### src/rtl/vec_dp_pkg.sv
// Shared encodings for the vector datapath: ALU opcodes, operand-B form select and the
// hard-wired zero register index.
package vec_dp_pkg;

    localparam logic [2:0] OP_ADD  = 3'd0;
    localparam logic [2:0] OP_SUB  = 3'd1;
    localparam logic [2:0] OP_AND  = 3'd2;
    localparam logic [2:0] OP_OR   = 3'd3;
    localparam logic [2:0] OP_XOR  = 3'd4;
    localparam logic [2:0] OP_SHL1 = 3'd5;
    localparam logic [2:0] OP_SHR1 = 3'd6;
    localparam logic [2:0] OP_PASS = 3'd7;

    localparam logic FORM_REG = 1'b0;
    localparam logic FORM_IMM = 1'b1;

    localparam int ZERO_REG = 0;

endpackage

### src/rtl/vec_dp_lane_alu.sv
// vec_dp_lane_alu: combinational single-lane ALU; results wrap modulo 2^WIDTH.
// Shifts act on A only with zero fill; PASS forwards B.
module vec_dp_lane_alu
    import vec_dp_pkg::*;
#(
    parameter int WIDTH = 4
) (
    input  logic [2:0]       op,
    input  logic [WIDTH-1:0] a,
    input  logic [WIDTH-1:0] b,
    output logic [WIDTH-1:0] y
);

    always_comb begin
        y = '0;
        case (op)
            OP_ADD:  y = a + b;
            OP_SUB:  y = a - b;
            OP_AND:  y = a & b;
            OP_OR:   y = a | b;
            OP_XOR:  y = a ^ b;
            OP_SHL1: y = {a[WIDTH-2:0], 1'b0};
            OP_SHR1: y = {1'b0, a[WIDTH-1:1]};
            OP_PASS: y = b;
            default: y = '0;
        endcase
    end

endmodule

### src/rtl/vec_datapath.sv
// vec_datapath: LANES x WIDTH SIMD register file with per-lane ALU, lane-masked writeback
// and a two-stage (EX, OUT) valid/ready pipeline. Define VEC_DP_BYPASS_EN to forward EX
// results to dependent operands instead of inserting a one-cycle stall.
module vec_datapath
    import vec_dp_pkg::*;
#(
    parameter  int WIDTH = 4,
    parameter  int LANES = 4,
    parameter  int NREGS = 8,
    localparam int AW    = $clog2(NREGS),
    localparam int VW    = LANES * WIDTH
) (
    input  logic             clk,
    input  logic             rst,
    input  logic             in_valid,
    output logic             in_ready,
    input  logic [2:0]       op,
    input  logic             form,
    input  logic [LANES-1:0] vec,
    input  logic [AW-1:0]    rd,
    input  logic [AW-1:0]    ra,
    input  logic [AW-1:0]    rb,
    input  logic [WIDTH-1:0] imm,
    output logic             out_valid,
    input  logic             out_ready,
    output logic [VW-1:0]    out_data,
    output logic [LANES-1:0] out_zero
);

    localparam logic [AW-1:0] R0 = AW'(ZERO_REG);

    logic [VW-1:0]    regs [NREGS];
    logic [VW-1:0]    reg_a, reg_b, opnd_a, opnd_b, alu_y;
    logic [VW-1:0]    old_rd, merged;
    logic [LANES-1:0] merged_zero;
    logic             hazard_a, hazard_b, ex_advance, accept;

    logic             vld_p1;
    logic [VW-1:0]    alu_p1;
    logic [LANES-1:0] vec_p1;
    logic [AW-1:0]    rd_p1;

    logic             vld_p2;
    logic [VW-1:0]    data_p2;
    logic [LANES-1:0] zero_p2;

    function automatic logic [VW-1:0] merge_lanes(input logic [VW-1:0]    new_v,
                                                  input logic [VW-1:0]    old_v,
                                                  input logic [LANES-1:0] mask);
        logic [VW-1:0] m;
        m = '0;
        for (int i = 0; i < LANES; i++)
            m[i*WIDTH +: WIDTH] = mask[i] ? new_v[i*WIDTH +: WIDTH] : old_v[i*WIDTH +: WIDTH];
        return m;
    endfunction

    function automatic logic [LANES-1:0] lane_zero(input logic [VW-1:0] v);
        logic [LANES-1:0] z;
        z = '0;
        for (int i = 0; i < LANES; i++)
            z[i] = (v[i*WIDTH +: WIDTH] == '0);
        return z;
    endfunction

    always_comb begin
        reg_a       = (ra == R0) ? '0 : regs[ra];
        reg_b       = (rb == R0) ? '0 : regs[rb];
        // Unmasked lanes keep whatever rd holds at writeback time, so the merge happens here.
        old_rd      = (rd_p1 == R0) ? '0 : regs[rd_p1];
        merged      = merge_lanes(alu_p1, old_rd, vec_p1);
        merged_zero = lane_zero(merged);
        ex_advance  = !vld_p2 || out_ready;
        hazard_a    = vld_p1 && (rd_p1 != R0) && (rd_p1 == ra);
        hazard_b    = vld_p1 && (rd_p1 != R0) && (form == FORM_REG) && (rd_p1 == rb);
`ifdef VEC_DP_BYPASS_EN
        opnd_a      = hazard_a ? merged : reg_a;
        opnd_b      = (form == FORM_IMM) ? {LANES{imm}} : (hazard_b ? merged : reg_b);
        in_ready    = !vld_p1 || ex_advance;
`else
        opnd_a      = reg_a;
        opnd_b      = (form == FORM_IMM) ? {LANES{imm}} : reg_b;
        in_ready    = (!vld_p1 || ex_advance) && !(hazard_a || hazard_b);
`endif
        accept      = in_valid && in_ready;
    end

    for (genvar i = 0; i < LANES; i++) begin : g_lane
        vec_dp_lane_alu #(.WIDTH(WIDTH)) u_alu (
            .op (op),
            .a  (opnd_a[i*WIDTH +: WIDTH]),
            .b  (opnd_b[i*WIDTH +: WIDTH]),
            .y  (alu_y[i*WIDTH +: WIDTH])
        );
    end

    always_ff @(posedge clk or posedge rst) begin
        if (rst) begin
            for (int i = 0; i < NREGS; i++)
                regs[i] <= '0;
        end else if (ex_advance && vld_p1 && (rd_p1 != R0)) begin
            regs[rd_p1] <= merged;
        end
    end

    // EX stage: raw per-lane ALU result, mask and destination
    always_ff @(posedge clk or posedge rst) begin
        if (rst) begin
            vld_p1 <= 1'b0;
            alu_p1 <= '0;
            vec_p1 <= '0;
            rd_p1  <= '0;
        end else if (accept) begin
            vld_p1 <= 1'b1;
            alu_p1 <= alu_y;
            vec_p1 <= vec;
            rd_p1  <= rd;
        end else if (ex_advance) begin
            vld_p1 <= 1'b0;
        end
    end

    // OUT stage: merged result held until the consumer takes it
    always_ff @(posedge clk or posedge rst) begin
        if (rst) begin
            vld_p2  <= 1'b0;
            data_p2 <= '0;
            zero_p2 <= '0;
        end else if (ex_advance) begin
            vld_p2 <= vld_p1;
            if (vld_p1) begin
                data_p2 <= merged;
                zero_p2 <= merged_zero;
            end
        end
    end

    assign out_valid = vld_p2;
    assign out_data  = data_p2;
    assign out_zero  = zero_p2;

endmodule

### config.mk
export PLATFORM = sky130hd
export DESIGN_NAME = vec_datapath
export DESIGN_NICKNAME = d
export VERILOG_FILES = /design/src/rtl/vec_dp_pkg.sv /design/src/rtl/vec_dp_lane_alu.sv /design/src/rtl/vec_datapath.sv
export SDC_FILE = /design/constraint.sdc
export NUM_CORES = 1
export LEC_CHECK = 0
export CORE_UTILIZATION = 43
export CTS_BUF_LIST = sky130_fd_sc_hd__clkbuf_4
export DETAILED_ROUTE_END_ITERATION = 8
export DONT_BUFFER_PORTS = 1
export PLACE_DENSITY_LB_ADDON = 0.3
export SYNTH_ARGS = -nofsm -noshare
export SYNTH_HDL_FRONTEND = slang
export SYNTH_SLANG_ARGS = --single-unit
### constraint.sdc
create_clock -name clk -period 11.4 [get_ports clk]
set_clock_uncertainty 0.15 [all_clocks]
set_input_delay 2.28 -clock clk [delete_from_list [all_inputs] [get_ports clk]]
set_output_delay 2.28 -clock clk [all_outputs]
set_load 0.1 [all_outputs]
Yosys cells after proc, flatten, opt, wreduce, memory -nomap -nowiden
Cells that the tools add are included.
Storage, ports and cells
  flip-flop bits (word level): 173
  output and inout bits: 22
  memory bits (read-only): 0
  input port bits: 25
  bits in writable memories: 0
  memories: 0
  bits in latches: 0
Operators by class
  equality and inequality tests: 9
  div/mod/pow operators: 0
  bitwise operators: 16
  magnitude comparators: 4
  shift operators: 0
  mux-type cells: 26
  $mul: 0
  reduce and logical (&&, ||, !) cells: 26
  add/subtract/negate cells: 8
Operators by type and width (count)
  $mux 16: 11
  $bmux 16 s3: 3
  $bwmux 128: 1
  $pmux 4 s8: 4
  $demux 16 s3: 1
  $add 4x4->4: 4
  $and 4x4->4: 4
  $logic_not 4->1: 4
  $mux 4: 4
  $or 4x4->4: 4
  $sub 4x4->4: 4
  $xor 4x4->4: 4
  $eq 3x3->1 const B: 4
  $ge 4x4->1 const B: 3
  $logic_not 3->1: 4
  $not 3->4: 3
  $logic_and 1x1->1: 9
  $eq 3x2->1 const B: 2
  $eq 3x3->1: 2
  $lt 4x1->1 const B: 1
  $eq 3x1->1 const B: 1
  $logic_not 1->1: 3
  $logic_or 1x1->1: 3
  $reduce_bool 3->1: 1
  4 further kinds: 5

Longest topological paths before layout
Gate-level depths: netlist of run 1.
  depth in word-level cells: 9
  mapped depth: 18
  depth with buffers taken out: 17

Cells and area by module
Synthesis of run 1 repeated with hierarchy kept, for this count alone.
Second synthesis, totals
  cells, all modules: 1270
  area total of the unflattened synthesis: 12303.0 um^2
By module, submodules not included
  vec_datapath: area an instance 10035.9 um^2, times used 1, cells an instance 962, seq. area each 4304.1 um^2
  vec_dp_lane_alu: area an instance 566.8 um^2, times used 4, cells an instance 77, seq. area each 0.0 um^2

Worst setup path after synthesis of run 1
OpenSTA, ideal clock, no wires.
  path type: input to output
  start point: in ra[0]
  end point: out in_ready
  required time: 8.970 ns
  setup slack: 5.184 ns
  buffers on the path: 2
  arrival: 3.786 ns
  cell stages on the path: 6
  cell sequence: buf_6 -> buf_12 -> xor2_1 -> nor3_1 -> o32a_1 -> o21ai_2
Between the ends
  word-level cells in the longest chain between the ends: 5
RTL lines
  start: declaration: RTL line vec_datapath.sv:21  | input logic [AW-1:0] ra,
  $eq 3x3->1: RTL line vec_datapath.sv:73  | hazard_a = vld_p1 && (rd_p1 != R0) && (rd_p1 == ra);
  $logic_and 1x1->1: RTL line vec_datapath.sv:73
  $logic_or 1x1->1: RTL line vec_datapath.sv:82  | in_ready = (!vld_p1 || ex_advance) && !(hazard_a || hazard_b);
  $logic_not 1->1: RTL line vec_datapath.sv:82
  $logic_and 1x1->1: RTL line vec_datapath.sv:82
  end: declaration: RTL line vec_datapath.sv:16  | output logic in_ready,
No other way between the ends.

Worst setup path in the final report of run 1
  start point: in rb[2]
  end point: out in_ready
Between the ends
  word-level cells in the longest chain between the ends: 5
RTL lines
  start: declaration: RTL line vec_datapath.sv:22  | input logic [AW-1:0] rb,
  $eq 3x3->1: RTL line vec_datapath.sv:74  | hazard_b = vld_p1 && (rd_p1 != R0) && (form == FORM_REG) && (rd_p1 == rb);
  $logic_and 1x1->1: RTL line vec_datapath.sv:74
  $logic_or 1x1->1: RTL line vec_datapath.sv:82
  $logic_not 1->1: RTL line vec_datapath.sv:82
  $logic_and 1x1->1: RTL line vec_datapath.sv:82
No other way between the ends.

==> results of run 1 <==
-- worst register-to-register path, delay by kind of cell, from the launching register on --
kind,cells,cell delay (ns)
xor gates and xnor gates,1,0.17
AOI/OAI and AO/OA,8,1.62
adders and majority gates,2,0.85
and+or+nand+nor,3,0.17
DFF,1,0.45
muxes,1,0.29
-- logic make-up after synthesis --
| kind of cell | count (synthesis) | synth area share (%) |
|---|---|---|
| adder cells (fa/ha/maj) | 52 | 6.316 |
| XOR/XNOR | 23 | 2.009 |
| multiplexers | 136 | 17.13 |
| flip-flops | 158 | 36.69 |
| buffers and inverters | 140 | 5.910 |
| AND/OR/NAND/NOR | 280 | 10.86 |
| AO/OA/AOI/OAI | 369 | 21.10 |
-- where the power goes --
part / leakage, nW / switching [mW] / internal, mW
Combinational: 2.72 / 0.628 / 0.530
Clock: 0.146 / 0.236 / 0.115
Sequential: 1.98 / 0.505 / 0.791
-- metal layers --
| layer | wire length [um] | share of wire [%] | vias to the layer above |
|---|---|---|---|
| li1 | - | - | 4059 |
| met1 | 14630 | 47 | 4350 |
| met2 | 13520 | 44 | 321 |
| met3 | 2072 | 6.7 | 51 |
| met4 | 666 | 2.2 | 0 |
| met5 | 0 | 0 | - |
-- Yosys cell counts (all sizes together), types with 17 or more instances --
cell type	count
a211oi	17
a21oi	108
a22oi	22
buf	35
clkbuf	57
dfrtp	158
ha	48
inv	46
mux2	58
mux2i	46
mux4	32
nand2	148
nor2	89
o21ai	136
-- cell usage in the layout (no fill, tap or decap), types with 29 or more instances in the layout --
cell	n
mux2i_1	46
inv_1	45
mux4_2	29
o21ai_0	129
mux2_2	56
a21oi_1	106
ha_1	48
dfrtp_1	156
nand2_1	147
nor2_1	88
-- sequential cells by signal, indices dropped and copies added (netlist names) --
| name | cells |
|---|---|
| vld_p1 | 1 |
| out_zero | 4 |
| regs | 113 |
| vec_p1 | 4 |
| out_data | 16 |
| out_valid | 1 |
| alu_p1 | 16 |
| rd_p1 | 3 |
-- how the worst max path moves through the flow --
stage	depth (start not counted)	to	slack, ns
floorplan	1	alu_p1[0]	4.71
global placement	17	alu_p1[11]	5.61
detailed placement	17	alu_p1[11]	5.51
CTS	5	in_ready	5.73
global route	5	in_ready	5.68
finish	5	in_ready	5.71
-- cell type report --
type	count	area share (%)
sequential	158	35.59
multi-input combinational	860	55.70
tap	324	3.647
clock inverter	14	1.193
inverter	48	1.666
antenna	2	0.04502
timing repair buffer	14	0.9455
clock buffer	18	1.216
-- through the flow --
step | setup WS, ns | instances
2_1_floorplan | 4.707 | 1158
3_3_place_gp | 5.614 | 1404
3_5_place_dp | 5.515 | 1404
4_1_cts | 5.728 | 1436
5_1_grt | 5.684 | 1437
6_report | 5.707 | 1438
==> results.py, run 1 <==
metrics = {
    "cts": {
        "clk_pin_slew_ns": 0.15,
        "cts_hold_buf": 0,
        "clk_latency_ns": 0.60,
        "cts.path.max_buffers": 2,
        "tritoncts": "built",
        "cts-htree-levels": 4,
        "post_cts_resized": 0,
        "cts_setup_buffers": 0,
        "clock-root-buffer": "clkbuf_4",
        "cts-buffers-inserted": 17,
        "cts_sinks": 158,
    },
    "floorplan": {
        "num_io_pins": 47,
        "fp.dieW_um": 160.3,
        "initial_utilization_pct": 44.05,
        "core_mm2": 0.02446,
        "die_area_mm2": 0.02570,
        "rows": 57,
        "die_y_um": 160.3,
    },
    "synthesis": {
        "synth_top_area_share_pct": 36.69,
        "synth_fp_nets": 1235,
        "synth_seq_cells": 158,
        "ys_seq_area_share_pct": 36.69,
        "yosysWarnings": 0,
        "avgSynthCellArea_um2": 9.306,
        "synth.area.top_cells": "dfrtp_1 (37%), mux4_2 (6.1%), o21ai_0 (6.0%)",
        "syn_area_mm2": 0.01078,
        "synthFlopType": "dfrtp_1",
        "async_flop_share_pct": 100.0,
        "synth.largest_area_cell": "dfrtp_1",
        "syn_inst": 1158,
        "synth_cell_types": 66,
        "synth_edf_count": 0,
    },
    "setup_path": {
        "cp.required_ns": 8.97,
        "worstPathCellList": "xor2_1 > nor4_1 > o32a_1 > o21ai_2 > buf_4",
        "reg2reg_from": "regs[32]",
        "r2r_cells": 15,
        "reg2reg_slack_ns": 7.63,
        "path_max_fanout": 23,
        "critPathCaptureType": "primary output",
        "startpoint": "rb[2]",
        "critPathKind": "input port to primary output",
        "critPathArrivalTime_ns": 3.26,
        "path_buf_inv": 1,
        "max_stage_delay_ns": 0.29,
        "cpLargestDelayFamily": "compound AO/OA/AOI/OAI gates",
        "start_kind": "input port",
        "cp_slowest_cell": "nor4_1",
        "rr_endpoint": "alu_p1[2]",
    },
    "detailed_routing": {
        "wl_per_cell_um": 21.48,
        "initialDrtViolationCount": 727,
        "viasPerCell": 6.106,
        "drt_first_pass_iters": 7,
        "wl_um": 30890,
        "drc_errors": 0,
        "vias": 8781,
        "ant_nets": 0,
    },
    "sta": {
        "fin_hold_ws_ns": 0.2743,
        "max_freq_mhz": 175.7,
        "tightestPinTransition_ns": 1.188,
        "period_share_pct": 49.94,
        "maxSlewHeadroom_pct": 20.57,
        "finalSetupViolCount": 0,
        "tns_ns": 0,
        "final.min_clock_period_ns": 5.693,
        "maxSlewViolCount": 0,
        "rsz0062_at_grt": "false",
        "finalHoldViolations": 0,
    },
    "global_route": {
        "grt_max_degree": 84,
        "grtUsageMet3_pct": 4.571,
        "grt_overflow": 0,
        "grt.met1_usage_pct": 36.70,
        "track_usage_pct": 24.79,
        "grt_antenna_before_repair": 1,
        "use_met2_pct": 36.74,
        "top_usage_layer": "met2",
        "grt_pass1_vias": 8490,
        "grt_pass1_wl_um": 49540,
    },
    "final_layout": {
        "fillers": 2383,
        "final_area_mm2": 0.01112,
        "regArea_mm2": 0.003956,
        "drive_gt1_share_pct": 13.85,
        "fin_nets": 1176,
        "multi_input_comb_area_mm2": 0.006191,
        "syn_to_final_growth_pct": 3.147,
        "fin_util_pct": 45.44,
    },
    "power": {
        "vdd_drop_max_uv": 117.7,
        "power_mw": 2.806,
        "power_density_mw_per_mm2": 252.4,
        "leakage_nw": 4.855,
    },
    "min_path": {
        "min_from": "regs[120]",
        "hold_path.class": "flip-flop to flip-flop",
        "hold_path_end": "regs[120]",
        "holdPathStages": 0,
    },
    "outcome": {
        "status": "finished, final reports clean",
    },
    "run": {
        "cap_violations": 0,
    },
    "placed_design": {
        "hpwl_um": 21440,
        "place_area_mm2": 0.01084,
        "gp_congestion": 0.8647,
        "portBuffers": 0,
    },
}
(Power assumes the default switching activity.)
==> run 2, diff against run 1 <==
==> constraint.sdc (replaced) <==
create_clock -name clk -period 5.6 [get_ports clk]
set_clock_uncertainty 0.15 [all_clocks]
set_input_delay 1.12 -clock clk [delete_from_list [all_inputs] [get_ports clk]]
set_output_delay 1.12 -clock clk [all_outputs]
set_load 0.1 [all_outputs]
==> run 2 against run 1 <==
Final area grew 0.37%. Register-to-register slack lost 5.8 ns. Global-route usage rose by 0.25 points. Critical path type is now input port to flip-flop. Largest power group unchanged.
==> results.py, run 2 (synthesis results as in run 1) <==
metrics = {
    "outcome": {
        "status": "finished, final reports clean",
    },
    "placed_design": {
        "portBuffers": 0,
        "hpwl_um": 21170,
        "gp_congestion": 0.8889,
        "place_inst": 1409,
    },
    "power": {
        "vdd_drop_max_uv": 252.0,
        "power_density_mw_per_mm2": 512.6,
        "leakage_nw": 4.885,
    },
    "sta": {
        "maxSlewHeadroom_pct": 31.90,
        "max_freq_mhz": 235.9,
        "finalHoldViolations": 0,
        "rsz0062_at_grt": "false",
        "finalSetupViolCount": 0,
        "tns_ns": 0,
        "tightestPinTransition_ns": 0.9932,
        "period_share_pct": 75.69,
        "final.min_clock_period_ns": 4.239,
        "fin_hold_ws_ns": 0.2536,
        "maxSlewViolCount": 0,
    },
    "setup_path": {
        "critPathKind": "input port to flip-flop",
        "critPathCaptureType": "flip-flop",
        "path_max_fanout": 48,
        "r2r_cells": 15,
        "cp.required_ns": 5.93,
        "reg2reg_from": "regs[49]",
        "rr_endpoint": "alu_p1[2]",
        "start_kind": "input port",
        "critPathArrivalTime_ns": 4.57,
        "reg2reg_slack_ns": 1.86,
    },
    "final_layout": {
        "finalNonFillerCells": 1442,
        "fillers": 2309,
        "drive_gt1_share_pct": 14.15,
        "layout_commonest_cell": "dfrtp_1",
        "largest-register": "regs",
        "syn_to_final_growth_pct": 3.530,
        "layout_common_cells": "dfrtp_1 (156), nand2_1 (147), o21ai_0 (129), a21oi_1 (106), nor2_1 (88)",
        "fin_nets": 1181,
        "largest_register_ffs": 113,
        "fin_util_pct": 45.61,
    },
    "cts": {
        "cts_setup_buffers": 0,
        "cts_sinks": 158,
        "cts_hold_buf": 0,
        "tritoncts": "built",
        "cts-buffers-inserted": 17,
        "clk_latency_ns": 0.59,
        "post_cts_resized": 0,
        "clock-root-buffer": "clkbuf_4",
        "cts.path.max_buffers": 2,
        "cts-htree-levels": 4,
        "clk_pin_slew_ns": 0.19,
    },
    "floorplan": {
        "num_io_pins": 47,
        "die_area_mm2": 0.02570,
        "rows": 57,
        "core_mm2": 0.02446,
        "initial_utilization_pct": 44.05,
        "fp.dieW_um": 160.3,
        "die_y_um": 160.3,
    },
    "detailed_routing": {
        "drt_first_pass_iters": 5,
        "ant_nets": 0,
        "wl_um": 30990,
        "wl_per_cell_um": 21.49,
        "initialDrtViolationCount": 808,
        "viasPerCell": 6.014,
        "drc_errors": 0,
        "vias": 8672,
    },
    "run": {
        "cap_violations": 0,
    },
    "global_route": {
        "grt_pass1_wl_um": 49730,
        "grt_pass1_vias": 8483,
        "grt_antenna_before_repair": 1,
        "grt_overflow": 0,
        "grt_max_degree": 69,
        "track_usage_pct": 25.04,
    },
    "min_path": {
        "hold_path.class": "input port to asynchronous set/reset pin",
    },
}
-- run 2: cell type report --
type                       count  area [um^2]  share of cell area, %
inverter                      48        185.2                  1.660
sequential                   158         3956                  35.46
clock buffer                  17        127.6                  1.144
clock inverter                15        146.4                  1.312
antenna                        1        2.502                0.02243
timing repair buffer          19        142.6                  1.278
tap                          324        405.4                  3.633
multi-input combinational    860         6191                  55.49
-- run 2: per-stage QoR --
step	power (mW)	setup WS (ns)	area [um^2]
floorplan	4.318	0.06679	10780
global placement	4.899	0.9516	10880
detailed placement	4.967	0.7913	10880
CTS	5.708	1.452	11150
global route	6.137	1.080	11160
finish	5.719	1.361	11160
-- run 2: where the power goes --
part / switching [mW] / internal, mW / leakage [nW]
logic: 1.29 / 1.08 / 2.75
clock network: 0.499 / 0.236 / 0.151
registers: 1.00 / 1.61 / 1.98
total: 2.79 / 2.93 / 4.88
-- run 2: worst max-delay path, cell delays in order --
cell,delay [ns]
nor2b_2,0.61
a22oi_1,0.21
o221ai_1,0.27
and2_1,0.25
inv_1,0.09
ha_1,0.28
nand2_1,0.04
o21ai_0,0.15
inv_1,0.08
ha_1,0.29
nor2b_1,0.12
o21ai_0,0.23
a21oi_1,0.14
o211a_1,0.24
o211a_1,0.20
o21ai_1,0.12
a31oi_1,0.09
-- run 2: worst max path at each step --
stage / startpoint / endpoint / cells after the start
CTS: rb[0] / alu_p1[11] / 17
floorplan: rst / alu_p1[0] / 1
global placement: rb[0] / alu_p1[11] / 17
global route: rb[0] / alu_p1[11] / 17
finish: rb[0] / alu_p1[11] / 17
detailed placement: rb[0] / alu_p1[11] / 17
-- run 2: metal layers --
metal  up-vias  routed length (um)  global-route usage [%]  part of all wire [%]
li1       4067                   -                       -                     -
met1      4221               14530                   37.18                    47
met2       344               13510                   37.00                    44
met3        40                2322                   4.442                   7.5
met4         0                 629                   7.706                   2.0
met5         -                   0                       0                     0
==> run 3, diff against run 2 <==
==> constraint.sdc (replaced) <==
create_clock -name clk -period 3.9 [get_ports clk]
set_clock_uncertainty 0.15 [all_clocks]
set_input_delay 0.78 -clock clk [delete_from_list [all_inputs] [get_ports clk]]
set_output_delay 0.78 -clock clk [all_outputs]
set_load 0.1 [all_outputs]
==> run 3 against run 2 <==
Power grew 46%. Sequential power is 47% higher. Count of clock-buffer cells in the layout increased by 2. Die area unchanged. Core utilization grew 1.2 points. Global-route usage is 0.21 points lower. Sequential share of layout area shrank 0.94 points. Via count increased by 3.0%. Critical endpoint unchanged. Combinational power is 46% higher. Highest routed layer unchanged. Final cell count rose by 2.2%. Hold slack worse by 0.10 ns.
==> results.py, run 3 (synthesis results as in run 1) <==
metrics = {
    "power": {
        "power_mw": 8.344,
        "vdd_drop_max_uv": 404.8,
        "power_density_mw_per_mm2": 728.2,
        "leakage_nw": 5.051,
    },
    "sta": {
        "final.min_clock_period_ns": 3.453,
        "period_share_pct": 88.54,
        "tns_ns": 0,
        "maxSlewViolCount": 0,
        "rsz0062_at_grt": "false",
        "finalHoldViolations": 0,
        "finalSetupViolCount": 0,
        "max_freq_mhz": 289.6,
        "layout_setup_ws_ns": 0.4468,
        "tightestPinTransition_ns": 0.9545,
        "maxSlewHeadroom_pct": 34.55,
    },
    "final_layout": {
        "largest-register": "regs",
        "syn_to_final_growth_pct": 6.339,
        "layout_commonest_cell": "dfrtp_1",
        "final_area_mm2": 0.01146,
        "largest_register_ffs": 113,
        "drive_gt1_share_pct": 16.54,
        "fin_util_pct": 46.85,
        "fin_nets": 1213,
        "layout_common_cells": "dfrtp_1 (156), nand2_1 (147), o21ai_0 (129), a21oi_1 (106), nor2_1 (88)",
    },
    "detailed_routing": {
        "wl_um": 31080,
        "wl_per_cell_um": 21.08,
        "drc_errors": 0,
        "initialDrtViolationCount": 749,
        "viasPerCell": 6.059,
        "vias": 8931,
        "drt_first_pass_iters": 6,
        "ant_nets": 0,
    },
    "setup_path": {
        "cp_slowest_cell": "dfrtp_1",
        "max_stage_delay_ns": 0.47,
        "worstPathCellList": "mux2_2 > a21oi_1 > o221ai_1 > and2_1 > inv_1 > ha_1 > nand2_1 > o21ai_0 > inv_1 > ha_1 > nor2b_1 > o21ai_0 > a21oi_1 > o211a_1 > o211a_1 > o21ai_1 > a31oi_1",
        "critPathArrivalTime_ns": 3.82,
        "cp_num_cells": 17,
        "crit_path_end": "alu_p1[11]",
        "rr_endpoint": "alu_p1[11]",
        "critPathCaptureType": "flip-flop",
        "cpLargestDelayFamily": "compound AO/OA/AOI/OAI gates",
        "start_kind": "flip-flop",
        "reg2reg_slack_ns": 0.45,
        "reg2reg_from": "regs[88]",
        "r2r_cells": 17,
        "cp.required_ns": 4.27,
        "path_max_fanout": 4,
        "critPathKind": "flip-flop to flip-flop",
        "startpoint": "regs[88]",
        "path_buf_inv": 2,
    },
    "cts": {
        "cts_sinks": 158,
        "clk_latency_ns": 0.61,
        "clk_pin_slew_ns": 0.18,
        "cts-buffers-inserted": 17,
        "cts_hold_buf": 1,
        "cts.path.max_buffers": 2,
        "post_cts_resized": 0,
        "cts-htree-levels": 4,
        "clock-root-buffer": "clkbuf_4",
        "cts_setup_buffers": 0,
        "tritoncts": "built",
    },
    "floorplan": {
        "rows": 57,
        "die_y_um": 160.3,
        "core_mm2": 0.02446,
        "die_area_mm2": 0.02570,
        "fp.dieW_um": 160.3,
        "initial_utilization_pct": 44.05,
        "num_io_pins": 47,
    },
    "global_route": {
        "grt_pass1_wl_um": 49480,
        "grt_pass1_vias": 8287,
        "grt_antenna_before_repair": 1,
        "grt_max_degree": 69,
        "grt_overflow": 0,
        "track_usage_pct": 24.84,
    },
    "placed_design": {
        "place_area_mm2": 0.01117,
        "gp_congestion": 0.8948,
        "dp_slack_ns": 0.08330,
        "hpwl_um": 21970,
        "portBuffers": 0,
    },
    "run": {
        "cap_violations": 0,
    },
    "min_path": {
        "hold_path.class": "input port to flip-flop",
    },
    "outcome": {
        "status": "finished, final reports clean",
    },
}
## run 3: cell types whose count changed in the layout (fill, tap and decap cells not counted)
cell / before / now
clkinvlp_4: 1 / 3
buf_4: 19 / 45
clkbuf_4: 17 / 19
clkinv_1: 3 / 2
inv_6: 7 / 5
inv_8: 3 / 2
buf_12: 0 / 5
dlygate4sd3_1: 0 / 1
## run 3: layout make-up
type	count	area, um^2
timing repair buffer	51	447.9
clock buffer	19	142.6
clock inverter	13	130.1
tap	324	405.4
sequential	158	3956
fill	2346	13000
antenna	1	2.502
inverter	48	183.9
multi-input combinational	860	6191
## run 3: worst min-delay path by stage
| stage | from | end | slack (ns) | cells after the start |
|---|---|---|---|---|
| after floorplan | regs[120] | regs[120] | 0.27 | 1 |
| after global placement | regs[120] | regs[120] | 0.22 | 0 |
| after detailed placement | regs[120] | regs[120] | 0.23 | 0 |
| after CTS | vec[2] | vec_p1[2] | 0.13 | 1 |
| after global routing | vec[2] | vec_p1[2] | 0.12 | 1 |
| final | vec[2] | vec_p1[2] | 0.15 | 1 |
## run 3: routing by layer
layer / global-route usage (%) / vias up / share of wire, %
li1: - / 4128 / -
met1: 36.91 / 4443 / 48
met2: 36.80 / 311 / 44
met3: 4.158 / 49 / 6.0
met4: 7.662 / 0 / 1.9
met5: 0 / - / 0
## run 3: metrics by stage
stage	hold slack (ns)	cells
after CTS	0.1338	1473
after global routing	0.1227	1474
after detailed placement	0.2293	1440
after global placement	0.2231	1440
final	0.1519	1474
after floorplan	0.2746	1158
## run 3: report_power, final
group / switching [mW] / total (mW) / internal (mW)
logic: 1.82 / 3.47 / 1.65
clock network: 0.695 / 1.04 / 0.348
registers: 1.52 / 3.83 / 2.31
